$ cat config.mk
export PLATFORM = sky130hd
export DESIGN_NAME = oldland_mem_stage_flat
export DESIGN_NICKNAME = d
export VERILOG_FILES = /design/src/rtl/oldland_mem_stage_if.sv /design/src/rtl/oldland_mem_stage.sv /design/src/flat_wrapper.sv
export SDC_FILE = /design/constraint.sdc
export NUM_CORES = 1
export LEC_CHECK = 0
export BUFFER_PORTS_ARGS = -buffer_cell sky130_fd_sc_hd__buf_2
export CORE_MARGIN = 8
export CORE_UTILIZATION = 35
export DETAILED_ROUTE_END_ITERATION = 16
export GPL_TIMING_DRIVEN = 0
export HOLD_SLACK_MARGIN = 0.15
export PLACE_DENSITY = 0.61
export SYNTH_ARGS = -nofsm -noshare
export SYNTH_HDL_FRONTEND = slang
export SYNTH_SLANG_ARGS = --single-unit
$ cat constraint.sdc
create_clock -name clk -period 2.4 [get_ports clk]
set_input_delay 0.36 -clock clk [delete_from_list [all_inputs] [get_ports clk]]
set_output_delay 0.36 -clock clk [all_outputs]
set_load 0.03 [all_outputs]
$ cat src/rtl/oldland_mem_stage_if.sv
// Data-bus bundle between the oldland memory stage (master) and the memory system (slave).
interface oldland_mem_stage_if #(
    parameter int unsigned ADDR_WIDTH = 32
);
    logic [ADDR_WIDTH-1:0] d_addr;
    logic [3:0]            d_bytesel;
    logic                  d_wr_en;
    logic [31:0]           d_wr_val;
    logic [31:0]           d_data;
    logic                  d_access;
    logic                  d_ack;
    logic                  d_error;

    modport master (
        output d_addr, d_bytesel, d_wr_en, d_wr_val, d_access,
        input  d_data, d_ack, d_error
    );

    modport slave (
        input  d_addr, d_bytesel, d_wr_en, d_wr_val, d_access,
        output d_data, d_ack, d_error
    );
endinterface

$ cat src/rtl/oldland_mem_stage.sv
// Oldland memory stage: multi-cycle load/store unit with lane steering, load extension,
// and misaligned / bus-error / timeout fault reporting; non-memory results bypass in one cycle.
module oldland_mem_stage #(
    parameter int unsigned ADDR_WIDTH     = 32,
    parameter int unsigned REG_SEL_WIDTH  = 3,
    parameter int unsigned TIMEOUT_CYCLES = 255
) (
    input  logic                     clk,
    input  logic                     rst,
    input  logic                     load,
    input  logic                     store,
    input  logic [ADDR_WIDTH-1:0]    addr,
    input  logic [31:0]              mdr,
    input  logic [1:0]               width,
    input  logic                     signed_ld,
    input  logic [31:0]              wr_val,
    input  logic                     update_rd,
    input  logic [REG_SEL_WIDTH-1:0] rd_sel,
    output logic [31:0]              reg_wr_val,
    output logic                     update_rd_out,
    output logic [REG_SEL_WIDTH-1:0] rd_sel_out,
    output logic                     complete,
    output logic                     stall,
    output logic                     fault,
    output logic [1:0]               fault_cause,
    output logic [ADDR_WIDTH-1:0]    fault_addr,
    oldland_mem_stage_if.master      bus
);

    localparam int unsigned CNT_W = (TIMEOUT_CYCLES > 1) ? $clog2(TIMEOUT_CYCLES) : 1;

    localparam logic [1:0] W_BYTE         = 2'b00;
    localparam logic [1:0] W_HALF         = 2'b01;
    localparam logic [1:0] CAUSE_MISALIGN = 2'b01;
    localparam logic [1:0] CAUSE_BUS_ERR  = 2'b10;
    localparam logic [1:0] CAUSE_TIMEOUT  = 2'b11;

    typedef enum logic {
        IDLE,
        BUS
    } state_t;

    state_t                   state;
    logic [CNT_W-1:0]         tmo_cnt;
    logic [1:0]               lat_width;
    logic                     lat_signed;
    logic [ADDR_WIDTH-1:0]    lat_addr;
    logic [REG_SEL_WIDTH-1:0] lat_rd;

    logic                     misaligned_c;
    logic                     timeout_hit_c;
    logic [3:0]               bytesel_c;
    logic [31:0]              st_data_c;
    logic [31:0]              ld_shifted_c;
    logic [31:0]              ld_val_c;

    // Request decode: alignment and store lane steering from the live address.
    always_comb begin
        misaligned_c = 1'b0;
        bytesel_c    = 4'b1111;
        st_data_c    = mdr;
        case (width)
            W_BYTE: begin
                bytesel_c = 4'b0001 << addr[1:0];
                st_data_c = mdr << {addr[1:0], 3'b000};
            end
            W_HALF: begin
                misaligned_c = addr[0];
                bytesel_c    = 4'b0011 << {addr[1], 1'b0};
                st_data_c    = mdr << {addr[1], 4'b0000};
            end
            default: misaligned_c = (addr[1:0] != 2'b00);
        endcase
    end

    // Load lane extraction; halves are always 2-byte aligned so a byte-granular shift suffices.
    always_comb begin
        ld_shifted_c = bus.d_data >> {lat_addr[1:0], 3'b000};
        case (lat_width)
            W_BYTE:  ld_val_c = {{24{lat_signed & ld_shifted_c[7]}}, ld_shifted_c[7:0]};
            W_HALF:  ld_val_c = {{16{lat_signed & ld_shifted_c[15]}}, ld_shifted_c[15:0]};
            default: ld_val_c = bus.d_data;
        endcase
    end

    always_comb begin
        timeout_hit_c = (TIMEOUT_CYCLES != 0) && (tmo_cnt == CNT_W'(TIMEOUT_CYCLES - 1));
        stall         = 1'b0;
        if (state == IDLE) begin
            stall = load | store;
        end else begin
            stall = !(bus.d_ack | bus.d_error | timeout_hit_c);
        end
    end

    always_ff @(posedge clk) begin
        if (rst) begin
            state         <= IDLE;
            tmo_cnt       <= '0;
            lat_width     <= '0;
            lat_signed    <= 1'b0;
            lat_addr      <= '0;
            lat_rd        <= '0;
            reg_wr_val    <= '0;
            update_rd_out <= 1'b0;
            rd_sel_out    <= '0;
            complete      <= 1'b0;
            fault         <= 1'b0;
            fault_cause   <= '0;
            fault_addr    <= '0;
            bus.d_addr    <= '0;
            bus.d_bytesel <= '0;
            bus.d_wr_en   <= 1'b0;
            bus.d_wr_val  <= '0;
            bus.d_access  <= 1'b0;
        end else begin
            complete <= 1'b0;
            fault    <= 1'b0;
            case (state)
                IDLE: begin
                    tmo_cnt <= '0;
                    if (load | store) begin
                        update_rd_out <= 1'b0;
                        if (misaligned_c) begin
                            fault       <= 1'b1;
                            fault_cause <= CAUSE_MISALIGN;
                            fault_addr  <= addr;
                            complete    <= 1'b1;
                        end else begin
                            bus.d_addr    <= {addr[ADDR_WIDTH-1:2], 2'b00};
                            bus.d_bytesel <= bytesel_c;
                            bus.d_wr_val  <= st_data_c;
                            bus.d_wr_en   <= store;
                            bus.d_access  <= 1'b1;
                            lat_width     <= width;
                            lat_signed    <= signed_ld;
                            lat_addr      <= addr;
                            lat_rd        <= rd_sel;
                            state         <= BUS;
                        end
                    end else begin
                        reg_wr_val    <= wr_val;
                        update_rd_out <= update_rd;
                        rd_sel_out    <= rd_sel;
                    end
                end
                BUS: begin
                    tmo_cnt       <= tmo_cnt + CNT_W'(1);
                    update_rd_out <= 1'b0;
                    // Error takes priority over a simultaneous ack.
                    if (bus.d_error) begin
                        fault        <= 1'b1;
                        fault_cause  <= CAUSE_BUS_ERR;
                        fault_addr   <= lat_addr;
                        complete     <= 1'b1;
                        bus.d_access <= 1'b0;
                        bus.d_wr_en  <= 1'b0;
                        state        <= IDLE;
                    end else if (bus.d_ack) begin
                        complete <= 1'b1;
                        if (!bus.d_wr_en) begin
                            reg_wr_val    <= ld_val_c;
                            update_rd_out <= 1'b1;
                            rd_sel_out    <= lat_rd;
                        end
                        bus.d_access <= 1'b0;
                        bus.d_wr_en  <= 1'b0;
                        state        <= IDLE;
                    end else if (timeout_hit_c) begin
                        fault        <= 1'b1;
                        fault_cause  <= CAUSE_TIMEOUT;
                        fault_addr   <= lat_addr;
                        complete     <= 1'b1;
                        bus.d_access <= 1'b0;
                        bus.d_wr_en  <= 1'b0;
                        state        <= IDLE;
                    end
                end
                default: state <= IDLE;
            endcase
        end
    end

endmodule

$ cat src/flat_wrapper.sv
// flat-port wrapper written by rule: the top's interface ports become plain ports
module oldland_mem_stage_flat 
#(
    parameter int unsigned ADDR_WIDTH     = 32,
    parameter int unsigned REG_SEL_WIDTH  = 3,
    parameter int unsigned TIMEOUT_CYCLES = 255
)
  (clk, rst, load, store, addr, mdr, width, signed_ld, wr_val, update_rd, rd_sel, reg_wr_val, update_rd_out, rd_sel_out, complete, stall, fault, fault_cause, fault_addr, bus_d_addr, bus_d_bytesel, bus_d_wr_en, bus_d_wr_val, bus_d_access, bus_d_data, bus_d_ack, bus_d_error);
  oldland_mem_stage_if #(.ADDR_WIDTH(ADDR_WIDTH)) bus_i ();
  input  logic clk;
  input  logic rst;
  input  logic load;
  input  logic store;
  input  logic [ADDR_WIDTH-1:0] addr;
  input  logic [31:0] mdr;
  input  logic [1:0] width;
  input  logic signed_ld;
  input  logic [31:0] wr_val;
  input  logic update_rd;
  input  logic [REG_SEL_WIDTH-1:0] rd_sel;
  output logic [31:0] reg_wr_val;
  output logic update_rd_out;
  output logic [REG_SEL_WIDTH-1:0] rd_sel_out;
  output logic complete;
  output logic stall;
  output logic fault;
  output logic [1:0] fault_cause;
  output logic [ADDR_WIDTH-1:0] fault_addr;
  output wire logic [$bits(bus_i.d_addr)-1:0] bus_d_addr;
  output wire logic [$bits(bus_i.d_bytesel)-1:0] bus_d_bytesel;
  output wire logic [$bits(bus_i.d_wr_en)-1:0] bus_d_wr_en;
  output wire logic [$bits(bus_i.d_wr_val)-1:0] bus_d_wr_val;
  output wire logic [$bits(bus_i.d_access)-1:0] bus_d_access;
  input wire logic [$bits(bus_i.d_data)-1:0] bus_d_data;
  input wire logic [$bits(bus_i.d_ack)-1:0] bus_d_ack;
  input wire logic [$bits(bus_i.d_error)-1:0] bus_d_error;
  assign bus_d_addr = bus_i.d_addr;
  assign bus_d_bytesel = bus_i.d_bytesel;
  assign bus_d_wr_en = bus_i.d_wr_en;
  assign bus_d_wr_val = bus_i.d_wr_val;
  assign bus_d_access = bus_i.d_access;
  assign bus_i.d_data = bus_d_data;
  assign bus_i.d_ack = bus_d_ack;
  assign bus_i.d_error = bus_d_error;
  oldland_mem_stage #(.ADDR_WIDTH(ADDR_WIDTH), .REG_SEL_WIDTH(REG_SEL_WIDTH), .TIMEOUT_CYCLES(TIMEOUT_CYCLES)) u_core (.clk(clk), .rst(rst), .load(load), .store(store), .addr(addr), .mdr(mdr), .width(width), .signed_ld(signed_ld), .wr_val(wr_val), .update_rd(update_rd), .rd_sel(rd_sel), .reg_wr_val(reg_wr_val), .update_rd_out(update_rd_out), .rd_sel_out(rd_sel_out), .complete(complete), .stall(stall), .fault(fault), .fault_cause(fault_cause), .fault_addr(fault_addr), .bus(bus_i));
endmodule
Yosys cells after proc, flatten, opt, wreduce, memory -nomap -nowiden
Index checks and enable logic that the tools add are counted.
- register bits after elaboration: 187
- bits in latches: 0
- memory bits (writable): 0
- ROM bits: 0
- bits of input ports: 141
- output and inout port bits: 143
- word-level logic and storage cells: 109
- memories: 0
- add/subtract/negate cells: 1
- multiply operators: 0
- divide/modulo/power cells: 0
- order comparisons: 0
- eq/ne operators: 13
- shift operators: 5
- muxes and demuxes: 57
- bitwise gates (word level): 7
- reduce and logical (&&, ||, !) cells: 8
- operators with widths (cell ; number):
    2-to-1 mux 32 bit ; 9
    case mux 32 bit (2 select lines) ; 4
    left shift 32 x 5 -> 32 bit ; 2
    right shift 32 x 5 -> 16 bit ; 1
    2-to-1 mux 1 bit ; 24
    case mux 8 bit (2 select lines) ; 1
    case mux 1 bit (2 select lines) ; 7
    2-to-1 mux 3 bit ; 4
    != test 2 bit (second input constant) ; 6
    2-to-1 mux 2 bit ; 5
    adder 8 x 1 -> 8 bit (second input constant) ; 1
    == test 8 bit (second input constant) ; 1
    case mux 4 bit (2 select lines) ; 1
    AND reduction 4 bit ; 2
    != test 3 bit (second input constant) ; 2
    case mux 3 bit (2 select lines) ; 1
    AND reduction 3 bit ; 2
    == test 2 x 1 -> 1 bit (second input constant) ; 2
    zero test 2 bit ; 2
    != test 4 bit (second input constant) ; 1
    case mux 2 bit (2 select lines) ; 1
    left shift 1 x 2 -> 4 bit (first input constant) ; 1
    left shift 2 x 2 -> 4 bit (first input constant) ; 1
    OR 1 bit ; 3
    5 further kinds ; 7

Logic depth before layout (Yosys ltp)
- word-level depth: 7
- depth in mapped cells: 9
- gate-level depth less buffers: 7

Worst setup path after synthesis
Ideal clock, no wire load.
- path kind: input-to-reg
- start point: in width[1]
- end point: reg u_core.bus.d_wr_val[12]
- library setup time: 0.128 ns
- arrival time: 1.655 ns
- required time: 2.272 ns
- slack: 0.617 ns
- cell stages on the path: 6
- path buffers: 2
- path through: buf_2 o21ai_2 buf_2 mux2_2 a222oi_1 nor2_1
- cells in the longest elaborated chain, start to end: 4
- elaborated cells on any way between the ends: 6
- those cells by class: 1 x eq/ne; 2 x mux; 1 x bitwise; 2 x reduce/logical
- RTL lines (item ; line ; text):
    start, declared ; flat_wrapper.sv:16 ; input logic [1:0] width;
    == test 2 x 1 -> 1 bit / zero test 2 bit (equally long branches) ; oldland_mem_stage.sv:62 ; case (width)
    case mux 1 bit (2 select lines) ; oldland_mem_stage.sv:62 ;
    NOT 1 bit (no source line) ; -- ;
    AND reduction 3 bit (no source line) ; -- ;
    end signal, assigned ; oldland_mem_stage.sv:132 ; bus.d_wr_val <= st_data_c;
    end, declared ; oldland_mem_stage_if.sv:15 ; output d_addr, d_bytesel, d_wr_en, d_wr_val, d_access,
Several ways; a longest one is shown, not always the timed one.
A chain may end at the register's enable or synchronous reset.

Final worst setup path
- start point: reg u_core.state
- end point: reg u_core.bus.d_wr_en
- cells in the longest elaborated chain, start to end: 3
- elaborated cells on any way between the ends: 6
- those cells by class: 3 x eq/ne; 1 x mux; 1 x bitwise; 1 x reduce/logical
- RTL lines (item ; line ; text):
    start, declared ; oldland_mem_stage.sv:43 ; state_t state;
    start signal, assigned ; oldland_mem_stage.sv:98 ; state <= IDLE;
    start signal, assigned ; oldland_mem_stage.sv:139 ; state <= BUS;
    start signal, assigned ; oldland_mem_stage.sv:158 ; state <= IDLE;
    NOT 1 bit (no source line) ; -- ;
    != test 2 bit (no source line) ; -- ;
    AND reduction 3 bit (no source line) ; -- ;
    end signal, assigned ; oldland_mem_stage.sv:133 ; bus.d_wr_en <= store;
    end, declared ; oldland_mem_stage_if.sv:15 ;
Several ways; a longest one is shown, not always the timed one.

==> flow_summary_export.csv <==
group,metric,value,unit
run_status,run_status,"complete, no violations",
timing,fmaxAchievable,446,MHz
place,post-place-ws,126,ps
critical_path,timing.critical_path.required,2700,ps
global_route,gr-usage-all-layers,21.6,%
timing,timing.final.crit_share,93.5,%
pwr,switching_share,34.9,%
logic_synthesis,syn_avg_cell_area,8.46,um^2
logic_synthesis,yosys-top-cells-area,"sky130_fd_sc_hd__dfxtp_1, sky130_fd_sc_hd__nand2_1, sky130_fd_sc_hd__mux2i_1, sky130_fd_sc_hd__a21oi_1, sky130_fd_sc_hd__nor2_1",
logic_synthesis,synth_top_area_share,42.0,%
routing,drt_iter0_markers,440,
pwr,p_int,4.80,mW
clocking,cts_buffer_depth,2,
pwr,pwr_density_cell,753,nW/um^2
timing,fin_worst_skew,17.5,ps
pwr,power_frac_clock,36.1,%
clocking,clkTransAtPathRegs,70,ps
global_route,grt_first_pass_wirelength,44600,um
floorplan,io_pins,284,
logic_synthesis,synth_top_cell_by_area,"sky130_fd_sc_hd__dfxtp_1",
floorplan,die_y,162,um
critical_path,rr_endpoint,"u_core.bus.d_wr_en$_SDFFE_PP0P_",
timing,setup_total_negative_slack,0,ps
critical_path,critPathArrivalTime,2540,ps
logic_synthesis,yosys_register_bits,157,
floorplan,fp.dieArea,26300,um^2
floorplan,placement_rows,53,
timing,max-slew-margin-rel,19.5,%
critical_path,critical_path.max_fanout,10,
routing,wl_per_cell,19.8,um
logic_synthesis,top_ff_cell_synth,"sky130_fd_sc_hd__dfxtp_1",
logic_synthesis,number_of_synthesized_flops_with_an_enable_pin,0,
place,dp_hpwl,22800,um
clocking,cts_resized,0,
global_route,grt_start_max_net_pins,18,
routing,vias,7772,
pwr,combinationalPowerShare,24.2,%
global_route,initial_antenna_violation_count,2,
logic_synthesis,number_of_distinct_standard_cells_referenced_by_the_synthesized_netlist,55,
place,numPortBuffers,278,
floorplan,placeableCoreArea,21000,um^2
timing,grt_setup_unrepaired,"no",
critical_path,worstReg2RegStart,"u_core.state$_SDFF_PP0_",
pwr,power_switching,2.58,mW
critical_path,setup.worst_path.class,"reg -> reg",
timing,finalWorstPathRequiredPeriod,2240,ps
pwr,ir_drop,0.000488,V
layout,post-route-util,46.6,%
logic_synthesis,netlist_area,7480,um^2
place,placed_area,9220,um^2
timing,max_slew.worst_pin.slew,1200,ps
routing,viasPerCell,5.28,
logic_synthesis,synth_sequential_area_ratio,42.0,%
hold_path,worst_hold_path.endpoint,"u_core.lat_addr[27]$_SDFFE_PP0P_",
clocking,post-cts-setup-buffer-count,0,
critical_path,r2r_setup_slack,160,ps
critical_path,end_kind,"register",
critical_path,count_of_cells_along_the_worst_register_to_register_path,6,
layout,syn_to_final_growth,31.0,%
floorplan,initial_core_util,35.6,%
floorplan,die-width,162,um
routing,post-route-drc-count,0,
place,gpl_congestion,0.890,
timing,count_of_final_max_slew_check_failures,0,
hold_path,whs_path_depth,3,
timing,final-setup-viol-count,0,
clocking,cts_num_sinks,157,
layout,post-route-cell-area,9800,um^2
logic_synthesis,synth-async-reset-ratio,0,%
pwr,p_seq_share,39.7,%
global_route,overflow_left_after_global_routing,0,
critical_path,timing.critical_path.from_type,"register",
routing,antenna_left,0,
global_route,vias_in_the_first_global_route,7919,
logic_synthesis,postSynthCellCount,884,
timing,post-route-worst-setup-slack,156,ps
pwr,p_leak,4.27,nW
clocking,cts.hold.buffers_added,0,
routing,totalWireLength,29200,um
logic_synthesis,yosysWarningCount,0,
clocking,clock-root-buffer,"sky130_fd_sc_hd__clkbuf_16",
clocking,cts_max_level,4,
clocking,tritoncts,"yes",
clocking,cts_buf_count,17,
hold_path,timing.hold.worst.start,"addr[27]",
layout,drive_above_1_share,34.6,%
clocking,clock_latency,440,ps
run,maxCapViolations,0,
routing,firstDrtPassIters,5,
layout,layout.nets,1325,
timing,finalHoldViolCount,0,
hold_path,hp-class,"in -> reg",
per-layer routing:
layer,share of wire [%],track usage (%)
met5,0.055,0
met4,1.1,4.80
met3,8.6,6.86
met2,48,36.3
met1,43,26.6
flip-flops by register name (all words and copies together) (netlist names), 2 cells and up:
| register | count |
|---|---|
| u_core.fault_cause | 2 |
| u_core.reg_wr_val | 32 |
| u_core.bus.d_bytesel | 4 |
| u_core.lat_rd | 3 |
| u_core.bus.d_wr_val | 32 |
| u_core.fault_addr | 32 |
| u_core.rd_sel_out | 3 |
| u_core.lat_addr | 31 |
| u_core.lat_width | 2 |
| u_core.tmo_cnt | 8 |
critical path, stage by stage, from the launching register on:
cell and delay [ps]:
sky130_fd_sc_hd__dfxtp_1 310, sky130_fd_sc_hd__buf_4 170, sky130_fd_sc_hd__clkbuf_1 440, sky130_fd_sc_hd__clkbuf_1 620
sky130_fd_sc_hd__o31ai_1 270, sky130_fd_sc_hd__a32oi_1 260, sky130_fd_sc_hd__nor2_1 50
synthesized netlist by cell type (7+ instances only):
library cell,count
sky130_fd_sc_hd__a211oi_1,36
sky130_fd_sc_hd__a211oi_2,7
sky130_fd_sc_hd__a21oi_1,70
sky130_fd_sc_hd__a221oi_1,30
sky130_fd_sc_hd__a222oi_1,8
sky130_fd_sc_hd__buf_2,29
sky130_fd_sc_hd__buf_4,38
sky130_fd_sc_hd__clkbuf_1,35
sky130_fd_sc_hd__dfxtp_1,157
sky130_fd_sc_hd__inv_1,7
sky130_fd_sc_hd__mux2_2,10
sky130_fd_sc_hd__mux2i_1,41
sky130_fd_sc_hd__nand2_1,140
sky130_fd_sc_hd__nand3_1,11
sky130_fd_sc_hd__nand3b_1,16
sky130_fd_sc_hd__nor2_1,89
sky130_fd_sc_hd__nor2b_1,7
sky130_fd_sc_hd__o21ai_0,49
sky130_fd_sc_hd__o22a_1,8
sky130_fd_sc_hd__o22ai_1,23
sky130_fd_sc_hd__o31a_1,8
sky130_fd_sc_hd__o41ai_2,7
power by group through the flow:
stage	logic, mW	registers [mW]	clock network, mW
final	1.79	2.93	2.66
after global routing	1.94	2.96	2.83
after CTS	1.80	2.93	2.71
after detailed placement	1.80	2.99	0
after global placement	1.79	2.98	0
after floorplan	0.850	3.29	0
cell usage in the layout, fill, tap and decap left out, types with 8 or more instances in the layout:
cell and instances:
sky130_fd_sc_hd__o21ai_0 49, sky130_fd_sc_hd__mux2_2 10, sky130_fd_sc_hd__a21oi_1 70, sky130_fd_sc_hd__o22a_1 8, sky130_fd_sc_hd__clkbuf_1 35, sky130_fd_sc_hd__o31a_1 8
sky130_fd_sc_hd__nand3_1 11, sky130_fd_sc_hd__clkbuf_16 17, sky130_fd_sc_hd__nand2_1 140, sky130_fd_sc_hd__dfxtp_1 157, sky130_fd_sc_hd__a211oi_1 36, sky130_fd_sc_hd__a221oi_1 30
sky130_fd_sc_hd__nand3b_1 16, sky130_fd_sc_hd__o22ai_1 23, sky130_fd_sc_hd__buf_2 307, sky130_fd_sc_hd__nor2_1 89, sky130_fd_sc_hd__mux2i_1 41, sky130_fd_sc_hd__a222oi_1 8
sky130_fd_sc_hd__buf_4 38
area by class of cell:
cell class | count | area [um^2]
Multi-Input combinational cell | 613 | 3700
Buffer | 108 | 614
Timing Repair Buffer | 278 | 1390
Tap cell | 275 | 344
Inverter | 7 | 26.3
Antenna cell | 1 | 2.50
Sequential cell | 157 | 3140
Clock inverter | 15 | 153
Clock buffer | 17 | 425
Fill cell | 2187 | 11200
stage by stage:
step           hold slack (ps)  std cells  power [mW]
2_1_floorplan              436        885        4.14
3_3_place_gp               437       1438        4.77
3_5_place_dp               446       1438        4.79
4_1_cts                    158       1470        7.44
5_1_grt                    163       1471        7.72
6_report                   167       1471        7.38
how the worst max path moves through the flow:
stage	end	start	cells past startpoint	slack [ps]
2_1_floorplan	u_core.bus.d_wr_val[12]$_SDFFE_PP0P_	width[1]	6	620
3_3_place_gp	u_core.bus.d_wr_en$_SDFFE_PP0P_	u_core.state$_SDFF_PP0_	6	160
3_5_place_dp	u_core.bus.d_wr_en$_SDFFE_PP0P_	u_core.state$_SDFF_PP0_	6	130
4_1_cts	u_core.bus.d_wr_en$_SDFFE_PP0P_	u_core.state$_SDFF_PP0_	6	120
5_1_grt	u_core.bus.d_wr_en$_SDFFE_PP0P_	u_core.state$_SDFF_PP0_	6	20
6_report	u_core.bus.d_wr_en$_SDFFE_PP0P_	u_core.state$_SDFF_PP0_	6	160
logic make-up after synthesis:
family / after synthesis / share of synthesized area [%]
xor+xnor: 5 / 0.585
mux: 51 / 6.99
other cells: 1 / 0.0501
compound gates: 265 / 24.6
buf+inv: 115 / 8.56
simple gates: 288 / 16.9
flops: 157 / 42.0
fa+ha+maj: 2 / 0.334
No activity file was read; power rests on OpenSTA's default activity.
